--- src/rtl/muldiv_ctrl.sv ---
// muldiv_ctrl: HI/LO owner and sequencer for the EX-stage multiplier and divider.
// Optional MULDIV_HILO_BYPASS_EN forwards same-cycle HI/LO writes onto hi_o/lo_o.
module muldiv_ctrl #(
    parameter int MUL_LAT = 2
) (
    input  logic        clk,
    input  logic        rst,
    input  logic        op_valid,
    input  logic [2:0]  op,
    input  logic [31:0] src_a,
    input  logic [31:0] src_b,
    input  logic        flush,
    output logic        stallreq,
    output logic        busy,
    output logic        mul_signed,
    output logic [31:0] mul_a,
    output logic [31:0] mul_b,
    input  logic [63:0] mul_result,
    output logic        div_start,
    output logic        div_annul,
    output logic        div_signed,
    output logic [31:0] div_a,
    output logic [31:0] div_b,
    input  logic        div_ready,
    input  logic [63:0] div_result,
    output logic [31:0] hi_o,
    output logic [31:0] lo_o
);

    typedef enum logic [1:0] {
        IDLE,
        MUL_WAIT,
        DIV_WAIT,
        DONE
    } state_t;

    localparam logic [2:0] OP_MULT  = 3'b000;
    localparam logic [2:0] OP_MULTU = 3'b001;
    localparam logic [2:0] OP_DIV   = 3'b010;
    localparam logic [2:0] OP_DIVU  = 3'b011;
    localparam logic [2:0] OP_MTHI  = 3'b100;
    localparam logic [2:0] OP_MTLO  = 3'b101;
    localparam logic [3:0] LAT      = 4'(MUL_LAT);

    state_t      state;
    logic [3:0]  cnt;
    logic [31:0] hi;
    logic [31:0] lo;

    logic accept;
    logic is_mul;
    logic is_div;
    logic is_mthi;
    logic is_mtlo;
    logic mul_wr;
    logic div_wr;

    // Decode of the instruction offered by EX and of this cycle's HI/LO commits.
    always_comb begin
        accept  = (state == IDLE) && op_valid && !flush;
        is_mul  = accept && ((op == OP_MULT) || (op == OP_MULTU));
        is_div  = accept && ((op == OP_DIV) || (op == OP_DIVU));
        is_mthi = accept && (op == OP_MTHI);
        is_mtlo = accept && (op == OP_MTLO);
        mul_wr  = (state == MUL_WAIT) && (cnt == 4'd1) && !flush;
        div_wr  = (state == DIV_WAIT) && div_ready && !flush;
    end

    // Pipeline-facing handshake; annul is suppressed under rst since the
    // divider is reset by the same signal.
    always_comb begin
        stallreq  = is_mul || is_div ||
                    (state == MUL_WAIT) || (state == DIV_WAIT);
        busy      = (state != IDLE);
        div_start = (state == DIV_WAIT) && !flush;
        div_annul = (state == DIV_WAIT) && flush && !rst;
    end

    // Sequencer: accept, wait on the unit, commit HI/LO, release EX.
    always_ff @(posedge clk) begin
        if (rst) begin
            state      <= IDLE;
            cnt        <= '0;
            hi         <= '0;
            lo         <= '0;
            mul_signed <= 1'b0;
            mul_a      <= '0;
            mul_b      <= '0;
            div_signed <= 1'b0;
            div_a      <= '0;
            div_b      <= '0;
        end else begin
            unique case (state)
                IDLE: begin
                    if (is_mul) begin
                        mul_a      <= src_a;
                        mul_b      <= src_b;
                        mul_signed <= (op == OP_MULT);
                        cnt        <= LAT;
                        state      <= MUL_WAIT;
                    end else if (is_div) begin
                        if (src_b != 32'd0) begin
                            div_a      <= src_a;
                            div_b      <= src_b;
                            div_signed <= (op == OP_DIV);
                            state      <= DIV_WAIT;
                        end else begin
                            state <= DONE;
                        end
                    end else if (is_mthi) begin
                        hi <= src_a;
                    end else if (is_mtlo) begin
                        lo <= src_a;
                    end
                end
                MUL_WAIT: begin
                    cnt <= cnt - 4'd1;
                    if (flush) begin
                        state <= IDLE;
                    end else if (mul_wr) begin
                        hi    <= mul_result[63:32];
                        lo    <= mul_result[31:0];
                        state <= DONE;
                    end
                end
                DIV_WAIT: begin
                    if (flush) begin
                        state <= IDLE;
                    end else if (div_wr) begin
                        hi    <= div_result[63:32];
                        lo    <= div_result[31:0];
                        state <= DONE;
                    end
                end
                DONE: begin
                    state <= IDLE;
                end
            endcase
        end
    end

`ifdef MULDIV_HILO_BYPASS_EN
    // Forward the value being written this cycle so a same-cycle mfhi/mflo sees it.
    always_comb begin
        hi_o = hi;
        lo_o = lo;
        if (!rst) begin
            if (is_mthi) begin
                hi_o = src_a;
            end else if (mul_wr) begin
                hi_o = mul_result[63:32];
            end else if (div_wr) begin
                hi_o = div_result[63:32];
            end
            if (is_mtlo) begin
                lo_o = src_a;
            end else if (mul_wr) begin
                lo_o = mul_result[31:0];
            end else if (div_wr) begin
                lo_o = div_result[31:0];
            end
        end
    end
`else
    // Architectural HI/LO straight from the registers.
    always_comb begin
        hi_o = hi;
        lo_o = lo;
    end
`endif

endmodule

--- config.mk ---
export PLATFORM = sky130hd
export DESIGN_NAME = muldiv_ctrl
export DESIGN_NICKNAME = d
export VERILOG_FILES = /design/src/rtl/muldiv_ctrl.sv
export SDC_FILE = /design/constraint.sdc
export NUM_CORES = 1
export LEC_CHECK = 0
export BUFFER_PORTS_ARGS = -buffer_cell sky130_fd_sc_hd__buf_2
export CAP_MARGIN = 10
export CORE_AREA = 2 2 154 156
export CTS_CLUSTER_DIAMETER = 150
export DETAILED_ROUTE_END_ITERATION = 12
export DIE_AREA = 0 0 156 158
export HOLD_SLACK_MARGIN = 0.05
export PLACE_DENSITY = 0.67
export RECOVER_POWER = 25
export SETUP_SLACK_MARGIN = 0.2
export SLEW_MARGIN = 10
export SYNTH_ARGS = -nofsm -noshare
export SYNTH_HDL_FRONTEND = slang
export SYNTH_SLANG_ARGS = --single-unit
--- constraint.sdc ---
create_clock -name clk -period 5.5 [get_ports clk]
set_input_delay 1.1 -clock clk [delete_from_list [all_inputs] [get_ports clk]]
set_output_delay 1.1 -clock clk [all_outputs]
set_load 0.02 [all_outputs]
==> flow_metrics.env <==
export IMPL_grt_pass1_wl_mm=45.1
export IMPL_syn_area_per_cell_um2=8.29
export IMPL_port_buffers=397
export IMPL_skew_ns=0.0158
export IMPL_insertion_delay_ns=0.43
export IMPL_finalCritPeriodShare=0.566
export IMPL_finalSetupTns_ns=0
export IMPL_crit_chain="buf_2 -> nor4bb_1 -> or3_1 -> buf_2"
export IMPL_holdPathStages=2
export IMPL_postSynthNetCount=1342
export IMPL_initial_core_util=0.409
export IMPL_synthXorXnorAreaFrac=0
export IMPL_ys_types=38
export IMPL_ff2ff_path_depth=8
export IMPL_path_clk_slew_ns=0.08
export IMPL_r2r_end="hi_o[16]"
export IMPL_die_h_um=158
export IMPL_cts_hold_buf=0
export IMPL_clockBufferDepth=2
export IMPL_ios=398
export IMPL_hold_violations=0
export IMPL_antenna_found_initial=2
export IMPL_grt_max_degree=98
export IMPL_worst_pin_slew_ns=1.04
export IMPL_drc_errors=0
export IMPL_row_count=56
export IMPL_synth_most_common_cell="nand2_1"
export IMPL_finalSetupViolations=0
export IMPL_holdPathEnd="mul_b[27]"
export IMPL_synth_simple_area_share=0.283
export IMPL_synth_seq_cells=200
export IMPL_synthTopCellsByCount="nand2_1, dfxtp_1, nand2b_1, mux2i_1, a21oi_1"
export IMPL_reg2reg_from="state[1]"
export IMPL_clock_sinks=200
export IMPL_ys_flop_type="dfxtp_1"
export IMPL_power_w=0.00579
export IMPL_synth_compound_area_frac=0.102
export IMPL_hold_class="register to register"
export IMPL_yosys_area_top_type_share=0.425
export IMPL_first_pass_iters=5
export IMPL_fmax_mhz=321
export IMPL_p_leak_nw=5.23
export IMPL_synth_edf_count=0
export IMPL_synth_fa_ha_area_frac=0.00664
export IMPL_syn_inst=1137
export IMPL_endpoint_kind="output port"
export IMPL_relSlewSlack=0.308
export IMPL_fin_crit_ns=3.11
export IMPL_overflow=0
export IMPL_die_area_mm2=0.0246
export IMPL_synth_top_family_by_area="simple AND/OR/NAND/NOR gates"
export IMPL_drive_above_1_share=0.237
export IMPL_grt_use_total=0.236
export IMPL_ys_top_cells_by_area="dfxtp_1, mux2i_1, nand2b_1"
export IMPL_cts_tree="built"
export IMPL_clock_root_buffer="clkbuf_16"
export IMPL_gp_congestion=0.857
export IMPL_cts_resized=0
export IMPL_power_density_mw_per_mm2=481
export IMPL_path_max_fanout=9
export IMPL_irDropWorstVdd_v=0.000414
export IMPL_grt_setup_unrepaired="no"
export IMPL_r2r_slack_ns=2.48
export IMPL_drt_iter0_markers=558
export IMPL_drv_cap=0
export IMPL_antenna_left=0
export IMPL_cts_max_level=4
export IMPL_hp_start="mul_b[27]"
export IMPL_criticalPathCategory="input port to output port"
export IMPL_critPathMaxStageDelay_ns=0.44
export IMPL_wire_per_inst_um=17.3
export IMPL_cp_common_cell="buf_2"
export IMPL_arrival_ns=2.01
export IMPL_syn_to_final_growth_pct=27.8
export IMPL_maxSlewViolCount=0
export IMPL_ys_warnings_count=0
export IMPL_ys_seq_area_frac=0.425
export IMPL_cp_data_required_time_ns=4.40
export IMPL_synth_mux_area_frac=0.137
export IMPL_dr_total_vias=8957
export IMPL_die_w_um=156
export IMPL_cts_setup_buffers=0
export IMPL_dpl_hpwl_mm=22.7
export IMPL_final_nets=1681
export IMPL_worstSetupStartpointType="input port"
export IMPL_wl_mm=30.8
export IMPL_grt_pass1_vias=8189
export IMPL_yosysTopAreaCell="dfxtp_1"
export IMPL_async_flop_share=0
export IMPL_synth_area_mm2=0.00943
export IMPL_cp_slowest_cell="nor4bb_1"
export IMPL_fp_coreArea_mm2=0.0231
export IMPL_cts_buffers=17
export IMPL_via_per_inst=5.03
export IMPL_outcome="complete, no violations"
[cell usage in the layout, fill, tap and decap left out, types with 2 or more instances in the layout]
cell         n
inv_8        4
nand2_1    259
buf_4       10
clkbuf_16   17
and4_1       2
a22oi_1     65
nand3_1      4
a311oi_1     2
ha_2         2
clkinv_8     5
or3_1        2
o32ai_1      2
ha_1         2
nor2b_1      3
clkbuf_1    99
o21ai_0      3
bufinv_16    2
mux2i_1    128
buf_2      297
inv_1       10
dfxtp_1    200
nor3b_1      2
a21oi_1     71
nor4_1       9
nand2b_1   198
nor2_1      68
diode_2      2
[report_power, final]
part | internal [W] | switching, W | total, W
combinational | 0.000903 | 0.00169 | 0.00259
clock | 0.000710 | 0.000650 | 0.00136
sequential | 0.00171 | 0.000135 | 0.00184
[flip-flops by register name, summed over array words and instances, names as in the netlist]
register and cells:
div_a 32, div_b 32, hi_o 32, lo_o 32
mul_a 32, mul_b 32, cnt 4, state 2
div_signed 1, mul_signed 1
[logic make-up (layout without fill, tap and decap cells)]
logic type,after synthesis,after routing
other,0,2
and+or+nand+nor,555,555
DFF,200,200
buffers and inverters,97,449
muxes,129,129
adders and majority gates,5,5
AOI/OAI and AO/OA,151,151
[worst max-delay path: cells and delay by family]
kind / cells / cell delay [ns]
buffers and inverters: 2 / 0.31
and+or+nand+nor: 2 / 0.61
[area by class of cell]
| type | instances | area [µm²] |
|---|---|---|
| Sequential cell | 200 | 4000 |
| Clock inverter | 15 | 224 |
| Timing Repair Buffer | 407 | 1940 |
| Clock buffer | 17 | 425 |
| Tap cell | 290 | 363 |
| Inverter | 10 | 37.5 |
| Fill cell | 2327 | 11000 |
| Antenna cell | 2 | 5.00 |
| Multi-Input combinational cell | 840 | 5040 |
[stage by stage]
step | utilization | cell area (µm²) | hold WS, ns | setup WS (ns) | cells
after global placement | 0.500 | 11500 | 0.439 | 2.17 | 1747
after CTS | 0.528 | 12200 | 0.456 | 2.40 | 1779
after detailed placement | 0.500 | 11500 | 0.444 | 2.09 | 1747
after global routing | 0.523 | 12000 | 0.480 | 2.34 | 1781
after floorplan | - | 9430 | 0.473 | 2.08 | 1137
final | 0.523 | 12000 | 0.457 | 2.39 | 1781
[how the worst max path moves through the flow]
stage / startpoint / to / slack [ns] / depth (start not counted)
final: flush / stallreq / 2.39 / 4
after global routing: state[1] / hi_o[12] / 2.34 / 8
after CTS: flush / stallreq / 2.40 / 4
after detailed placement: flush / div_a[13] / 2.09 / 6
after global placement: flush / div_a[13] / 2.17 / 6
after floorplan: rst / div_annul / 2.08 / 5
[metal layers]
metal | track usage | routed length (µm)
met3 | 0.0515 | 1920
met2 | 0.426 | 15800
met5 | 0 | 0
met1 | 0.271 | 12200
met4 | 0.0979 | 919
Note: power is estimated with default switching activity, not from simulation.
